File: src/rtl/sym_fifo_sched_pkg.sv
// Shared types and helpers for the read-side scheduler of the symmetric dual-clock FIFOs.
// The queue entry widths are fixed here and must match the scheduler's DATA_WIDTH/CH_WIDTH.
package sym_fifo_sched_pkg;

  localparam int SCHED_DATA_WIDTH = 64;
  localparam int SCHED_CH_WIDTH   = 2;
  localparam int MAX_CH           = 32;

  typedef enum logic [1:0] {
    ST_IDLE  = 2'd0,
    ST_ARB   = 2'd1,
    ST_BURST = 2'd2,
    ST_WAIT  = 2'd3
  } sched_state_t;

  typedef struct packed {
    logic [SCHED_DATA_WIDTH-1:0] data;
    logic [SCHED_CH_WIDTH-1:0]   ch;
    logic                        last;
  } q_entry_t;

  // Ceiling log2, never less than 1 so single-entry ranges still get a bit.
  function automatic int clog2(input int value);
    int r;
    r = 0;
    for (int v = value - 1; v > 0; v = v >> 1) r++;
    return (r < 1) ? 1 : r;
  endfunction

  // First set bit of req searching upward from ptr+1, wrapping modulo n.
  function automatic int unsigned rr_pick(input logic [MAX_CH-1:0] req,
                                          input int unsigned ptr,
                                          input int unsigned n);
    int unsigned idx;
    logic        found;
    rr_pick = ptr;
    found   = 1'b0;
    for (int unsigned i = 1; i <= MAX_CH; i++) begin
      idx = (ptr + i) % n;
      if (!found && (i <= n) && req[idx[4:0]]) begin
        rr_pick = idx;
        found   = 1'b1;
      end
    end
  endfunction

endpackage

File: src/rtl/sched_out_queue.sv
// Synchronous show-ahead queue holding returned FIFO words until the stream consumer takes them.
module sched_out_queue
  import sym_fifo_sched_pkg::*;
#(
  parameter int DEPTH = 4,
  parameter int CNT_W = clog2(DEPTH + 1)
) (
  input  logic             clk,
  input  logic             rst_n,
  input  logic             push,
  input  q_entry_t         push_entry,
  input  logic             pop,
  output q_entry_t         head,
  output logic [CNT_W-1:0] count,
  output logic             full
);

  localparam int AW = clog2(DEPTH);

  q_entry_t        mem [DEPTH];
  logic [AW-1:0]   wr_ptr;
  logic [AW-1:0]   rd_ptr;
  logic            do_pop;

  assign do_pop = pop && (count != '0);

  // NOTE: storage has no reset; validity is tracked by count, so only the pointers need one.
  always_ff @(posedge clk) begin
    if (push) mem[wr_ptr] <= push_entry;
  end

  always_ff @(posedge clk or negedge rst_n) begin
    if (!rst_n) begin
      wr_ptr <= '0;
      rd_ptr <= '0;
      count  <= '0;
    end else begin
      if (push)   wr_ptr <= wr_ptr + 1'b1;
      if (do_pop) rd_ptr <= rd_ptr + 1'b1;
      case ({push, do_pop})
        2'b10:   count <= count + 1'b1;
        2'b01:   count <= count - 1'b1;
        default: count <= count;
      endcase
    end
  end

  assign head = mem[rd_ptr];
  assign full = (count == CNT_W'(DEPTH));

endmodule

File: src/rtl/sym_fifo_rd_sched.sv
// Round-robin read scheduler over NUM_CH dual-clock FIFOs: bursts reads from one granted FIFO
// at a time and streams the words out through a credit-limited show-ahead queue.
module sym_fifo_rd_sched
  import sym_fifo_sched_pkg::*;
#(
  parameter int NUM_CH     = 4,
  parameter int DATA_WIDTH = SCHED_DATA_WIDTH,
  parameter int BURST_LEN  = 16,
  parameter int CH_WIDTH   = SCHED_CH_WIDTH,
  parameter int OBUF_DEPTH = 4
) (
  input  logic                         clk_rd,
  input  logic                         rst_n,
  input  logic                         enable,
  input  logic [NUM_CH-1:0]            ch_mask,
  input  logic [NUM_CH-1:0]            fifo_empty,
  output logic [NUM_CH-1:0]            fifo_rd_en,
  input  logic [NUM_CH*DATA_WIDTH-1:0] fifo_dout,
  input  logic [NUM_CH-1:0]            fifo_valid,
  output logic [DATA_WIDTH-1:0]        m_data,
  output logic [CH_WIDTH-1:0]          m_ch,
  output logic                         m_last,
  output logic                         m_valid,
  input  logic                         m_ready,
  output logic                         busy,
  output logic                         burst_done
);

  localparam int CNT_W  = clog2(BURST_LEN + 1);
  localparam int QCNT_W = clog2(OBUF_DEPTH + 1);

  sched_state_t          state;
  logic [CH_WIDTH-1:0]   rr_ptr;
  logic [CH_WIDTH-1:0]   sel;
  logic [CH_WIDTH-1:0]   pick;
  logic [CNT_W-1:0]      issue_cnt;
  logic [CNT_W-1:0]      ret_cnt;
  logic                  inflight;
  logic [NUM_CH-1:0]     req;
  logic [QCNT_W-1:0]     q_count;
  logic [QCNT_W:0]       credit_used;
  logic                  q_full;
  logic                  issue;
  logic                  q_push;
  logic                  ret_last;
  q_entry_t              push_entry;
  q_entry_t              head;

  assign req  = ch_mask & ~fifo_empty;
  assign pick = CH_WIDTH'(rr_pick(MAX_CH'(req), 32'(rr_ptr), NUM_CH));

  // A word read last cycle is still on its way, so it already holds a queue slot.
  assign credit_used = {1'b0, q_count} + {{QCNT_W{1'b0}}, inflight};

  assign issue = (state == ST_BURST) && !fifo_empty[sel] &&
                 (issue_cnt < CNT_W'(BURST_LEN)) &&
                 (credit_used < (QCNT_W+1)'(OBUF_DEPTH));

  assign fifo_rd_en = issue ? (NUM_CH'(1) << sel) : '0;

  // The FIFO's empty flag already reflects last cycle's read, so it marks a short burst exactly.
  assign q_push     = (state == ST_BURST) && fifo_valid[sel];
  assign ret_last   = ((ret_cnt + CNT_W'(1)) == CNT_W'(BURST_LEN)) || fifo_empty[sel];
  assign burst_done = q_push && ret_last;

  assign push_entry = '{data: fifo_dout[32'(sel)*DATA_WIDTH +: DATA_WIDTH],
                        ch:   sel,
                        last: ret_last};

  always_ff @(posedge clk_rd or negedge rst_n) begin
    if (!rst_n) begin
      state     <= ST_IDLE;
      rr_ptr    <= CH_WIDTH'(NUM_CH - 1);
      sel       <= '0;
      issue_cnt <= '0;
      ret_cnt   <= '0;
      inflight  <= 1'b0;
    end else begin
      inflight <= issue;
      case (state)
        ST_IDLE: begin
          if (enable) state <= ST_ARB;
        end
        ST_ARB: begin
          if (|req) begin
            sel       <= pick;
            rr_ptr    <= pick;
            issue_cnt <= '0;
            ret_cnt   <= '0;
            state     <= ST_BURST;
          end else if (!enable) begin
            state <= ST_IDLE;
          end
        end
        ST_BURST: begin
          if (issue)      issue_cnt <= issue_cnt + 1'b1;
          if (q_push)     ret_cnt   <= ret_cnt + 1'b1;
          if (burst_done) state     <= ST_WAIT;
        end
        ST_WAIT: begin
          state <= enable ? ST_ARB : ST_IDLE;
        end
        default: state <= ST_IDLE;
      endcase
    end
  end

  sched_out_queue #(
    .DEPTH (OBUF_DEPTH),
    .CNT_W (QCNT_W)
  ) u_queue (
    .clk        (clk_rd),
    .rst_n      (rst_n),
    .push       (q_push),
    .push_entry (push_entry),
    .pop        (m_valid && m_ready),
    .head       (head),
    .count      (q_count),
    .full       (q_full)
  );

  assign m_valid = (q_count != '0);
  assign m_data  = m_valid ? head.data : '0;
  assign m_ch    = m_valid ? head.ch   : '0;
  assign m_last  = m_valid ? head.last : 1'b0;
  assign busy    = (state != ST_IDLE) || m_valid;

  a_no_overflow: assert property (@(posedge clk_rd) disable iff (!rst_n) !(q_push && q_full));

endmodule

File: config.mk
export PLATFORM = sky130hd
export DESIGN_NAME = sym_fifo_rd_sched
export DESIGN_NICKNAME = d
export VERILOG_FILES = /design/src/rtl/sym_fifo_sched_pkg.sv /design/src/rtl/sched_out_queue.sv /design/src/rtl/sym_fifo_rd_sched.sv
export SDC_FILE = /design/constraint.sdc
export NUM_CORES = 1
export LEC_CHECK = 0
export ABC_AREA = 1
export CAP_MARGIN = 40
export CORE_ASPECT_RATIO = 0.9
export CORE_UTILIZATION = 54
export DETAILED_ROUTE_END_ITERATION = 10
export HOLD_SLACK_MARGIN = 0.15
export PLACE_DENSITY = 0.86
export SYNTH_ARGS = -nofsm -noshare
export SYNTH_HDL_FRONTEND = slang
export SYNTH_SLANG_ARGS = --single-unit
File: constraint.sdc
create_clock -name clk_rd -period 10.68 [get_ports clk_rd]
set_input_delay 1.068 -clock clk_rd [delete_from_list [all_inputs] [get_ports clk_rd]]
set_output_delay 1.068 -clock clk_rd [all_outputs]
set_load 0.005 [all_outputs]
# Word-level counts from Yosys, hierarchy flattened
# Memory sizes are Yosys's and may differ from the RTL's.
# Index checks and enable logic that the tools add are counted.
# word_totals
inputBits	272
ff_bits	24
mem_bits_rw	268
word_cells	107
memories	1
out_inout_bits	74
# classes
n_lt_le_gt_ge	7
add_sub_neg	11
mux	37
eq_ne	12
bitwise	2
n_reduce_logical	26
n_shift	2
# memory_table
memory	depth	width	rd	rd_ports_with_merged_regs	wr	line	source
u_queue.mem	4	67	1	0	1	sched_out_queue.sv:20	q_entry_t mem [DEPTH];
# op_table
op	n
256-bit by 9-bit indexed part select with 64-bit output	1
64-bit 2-to-1 mux	1
2-bit by 6-bit less-than comparator with 1-bit output (second input constant)	4
5-bit one-hot mux with 2 select lines	2
2-bit 2-to-1 mux	9
5-bit 2-to-1 mux	3
1-bit 2-to-1 mux	13
1-bit binary-select mux with 2-bit select	6
5-bit by 1-bit adder with 5-bit output (second input constant)	2
1-bit logical AND	10
2-bit inequality test (second input constant)	5
3-bit AND reduction	3
2-bit by 1-bit adder with 2-bit output (second input constant)	4
2-bit one-hot mux with 4 select lines	1
2-bit equality test (second input constant)	3
3-bit one-hot mux with 2 select lines	1
2-bit nonzero test	3
5-bit equality test (second input constant)	1
5-bit less-than comparator (second input constant)	1
2-bit adder (second input constant)	2
3-bit by 1-bit adder with 4-bit output	1
4-bit bitwise AND	1
2-bit by 1-bit equality test with 1-bit output (second input constant)	2
1-bit zero test	4
13 further kinds	14

# Logic depth before layout (Yosys ltp)
# logic_depth
depth_word	14
ltp_mapped	15
mapped_depth_nobuf	14

# Hierarchy
# From an unflattened synthesis, not the netlist that was laid out.
# unflattened
cells_unflattened	1465
area_unflattened_um2	14405.1
# by_module_without_submodules
module	cells_per_inst	seq_area_each_um2	area_per_inst_um2	n_inst
sched_out_queue	839	8222.9	10996.8	1
sym_fifo_rd_sched	626	427.9	3408.3	1

# Worst setup path before layout
# No wires, ideal clock.
# synth_path
kind	input to register
startpoint	input fifo_valid[3]
endpoint	memory u_queue.mem[0][0] (netlist name) (enable)
arrival_time_ns	4.427
path_buffers	0
setup_time_ns	0.492
stages	6
required_ns	10.188
path_slack_ns	5.761
path_cell_list	nand2_2 > a21oi_2 > nor2_4 > nor2_8 > inv_1 > nor2_1
# synth_via
elab_chain_cells	5
# synth_lines
item	line	source
start: declaration	sym_fifo_rd_sched.sv:19	input logic [NUM_CH-1:0] fifo_valid,
1-bit binary-select mux with 2-bit select	sym_fifo_rd_sched.sv:62	assign q_push = (state == ST_BURST) && fifo_valid[sel];
1-bit 2-to-1 mux (implied by the code)	sym_fifo_rd_sched.sv:62	
1-bit logical AND	sym_fifo_rd_sched.sv:62	
1-bit 2-to-1 mux	sched_out_queue.sv:29	if (push) mem[wr_ptr] <= push_entry;
1-bit 2-to-1 mux (implied by the code)	sched_out_queue.sv:29	
end: declaration	sched_out_queue.sv:20	
# No other way between the ends. The select of a mux whose other input is x is not followed.

==> metrics.txt <==
startpoint types=register; CTS tree=built; skew final=14.8 ps; Pins Over Slew Limit=0; Die Span Y=153 um; CTS H-tree depth=1; Critical Path AT=3630 ps; core area=24600 um^2; hold slack final=505 ps; Worst slew margin=40.8%; std cell rows=54; register-to-register setup slack=6410 ps; share of the synthesized area in the top cell type=58.6%; antenna violations before repair=0; vias in the first global route=11100; Via Count=11400; post-DR wirelength/cell=20.0 um; part of the power in registers=32.9%; min cycle time layout=4700 ps; register bit total from synthesis=292; CTS max path bufs=3; worst-path fanout max=56; most common cell after layout, fill and taps aside=clkdlybuf4s50_1; internal power=3.06 mW; share of cells above drive strength 1=6.76%; total setup buffers inserted after CTS=0; worst path required time=9610 ps; Final GP Congestion=0.890; CP Class=register to output port; CP Capture Point=burst_done; Final HPWL DP=25.7 mm; R2R cell count=11; Hold Path Class=register to register; Fin Setup TNS=0 ps; CP startpoint=sel[1]; pwr/cell area=270 nW/um^2; PostCTS Resize Cnt=0; top_reg_cell synth=edfxtp_1; DRT Pass-1 Iters=6; ANT cells=0; Max-Cap Viols=0; Port Buffer Count=345; Via density=5.76; DRC Markers=0; Achievable Freq=213 MHz; DRT Wirelength=39.6 mm; Lkg Pwr=6.54 nW; status=finished, final reports clean; Combinational Power Share=46.2%; YS warnings=0; period utilization=44.0%; measured slew at the worst slew-check pin=888 ps; Filler Cells Inserted=1634; # hold bufs at CTS=0; gr ovfl total=0; Area Overhead vs Synth=33.7%; CTS root buf=clkbuf_16; Syn Area/Cell=10.4 um^2; worst r2r src=sel[0]; number of synthesized flops with an enable pin=268; unrepaired setup endpoints after global routing=no; Clk network pwr share=21.0%; Seq/Total Area, Yosys=63.0%; most frequent cells in the layout=clkdlybuf4s50_1, nor2_1, edfxtp_1; Reg-to-Reg End=u_queue.mem[3][43]; Distinct cells, synth=40; endpoint type of the worst setup path=output port; Final ANT Viol Nets=0; Syn Nets=1611; Die W=170 um; Fin. Hold Viols=0; area leader, netlist=edfxtp_1; multi-input logic area=4510 um^2; final net count=1906; die area=26100 um^2; CTS buffer count=28; Post-Syn Area=13700 um^2; Initial DRC Count=1110; clock sinks=292; Register Area=8660 um^2; synth top area cells=edfxtp_1, nor2_1, nand3_1; Ports=346; ys async rst share=8.22%; switching share of power=38.3%; # setup viols final=0; largest net degree at the start of global routing=83; Psw=1.90 mW; Worst VDD drop=0.189 mV; Mapped Cells=1326; Clk pin slew, worst setup/hold paths=60 ps; Starting Density=55.9%; total track usage=29.8%; post-route cell area=18400 um^2; dpl cell area=17400 um^2; first-pass GRT wire length=59.9 mm; clk_lat worst skew=540 ps
## worst min-delay path by stage
stage | startpoint | end | cells past startpoint
global placement | ret_cnt[4] | ret_cnt[4] | 2
floorplan | ret_cnt[4] | ret_cnt[4] | 2
CTS | rr_ptr[1] | rr_ptr[1] | 2
global route | rr_ptr[1] | rr_ptr[1] | 2
finish | rr_ptr[1] | rr_ptr[1] | 2
detailed placement | rr_ptr[1] | rr_ptr[1] | 2
## through the flow
stage | utilization (%) | instances | setup WS [ps] | power, mW
2_1_floorplan | - | 1326 | 5760 | 2.90
3_3_place_gp | 70.4 | 1925 | 6380 | 3.82
3_5_place_dp | 70.6 | 1927 | 6430 | 3.91
4_1_cts | 74.7 | 1978 | 6020 | 4.96
5_1_grt | 74.7 | 1978 | 5800 | 5.22
6_report | 74.7 | 1978 | 5980 | 4.96
## critical path, cell delays in order, from the launching register on
cell and delay, ps:
dfrtp_4 730, nor2_4 550, buf_16 230, buf_4 370
inv_2 80, o22ai_1 180, nor2_2 80, nand2_1 210
nand2_4 90, inv_1 60, clkdlybuf4s50_1 490
## power groups by stage
stage / logic, mW / registers (mW) / clock network, mW
2_1_floorplan: 1.31 / 1.59 / 0
3_3_place_gp: 2.18 / 1.65 / 0
3_5_place_dp: 2.26 / 1.65 / 0
4_1_cts: 2.28 / 1.63 / 1.05
5_1_grt: 2.48 / 1.64 / 1.10
6_report: 2.29 / 1.63 / 1.04
## kinds of logic (layout without fill, tap and decap cells)
kind of cell    count (synthesis)  after routing  synth area share (%)
buf+inv                       138            454                  4.47
flops                         292            292                  63.0
mux                             1              1                0.0729
fa+ha+maj                      13             13                  1.24
simple gates                  594            594                  19.2
xor+xnor                        8              8                 0.510
compound gates                280            280                  11.6
## layout make-up
| class | instances | area share, % |
|---|---|---|
| repair buffers | 362 | 19.7 |
| multi-input cells | 896 | 24.5 |
| flip-flops and latches | 292 | 47.2 |
| clock buffers | 38 | 4.41 |
| well taps | 336 | 2.29 |
| clock inverters | 13 | 0.975 |
| inverters | 41 | 0.886 |
## routing by layer
metal	track usage, %	routed length [um]	share of wire [%]	vias to the layer above
met5	0	0	0	-
met4	7.25	835	2.1	0
met3	4.58	3140	7.9	65
li1	-	-	-	5327
met2	51.0	19700	50	583
met1	39.8	15900	40	5419
## cells in the mapped netlist (3+ instances only)
cell type    n
a21oi_1     69
a22oi_1     63
buf_1        5
buf_2       42
buf_6        3
clkbuf_1    40
clkbuf_2     5
dfrtp_1     22
edfxtp_1   268
ha_1        12
inv_1       30
inv_2        8
inv_4        3
nand2_1     61
nand2_2     12
nand2_4      3
nand3_1    214
nand3_2      3
nand4_1      8
nor2_1     286
o21ai_0    138
o21ai_1      3
xor2_1       6
## flip-flops by register name, summed over array words and instances, names as in the netlist, 2 cells and up, named ones only
signal and count:
u_queue.count 3, issue_cnt 5, sel 2, u_queue.wr_ptr 2
u_queue.rd_ptr 2, u_queue.mem 268, rr_ptr 2, ret_cnt 5
(Power assumes the default switching activity.)
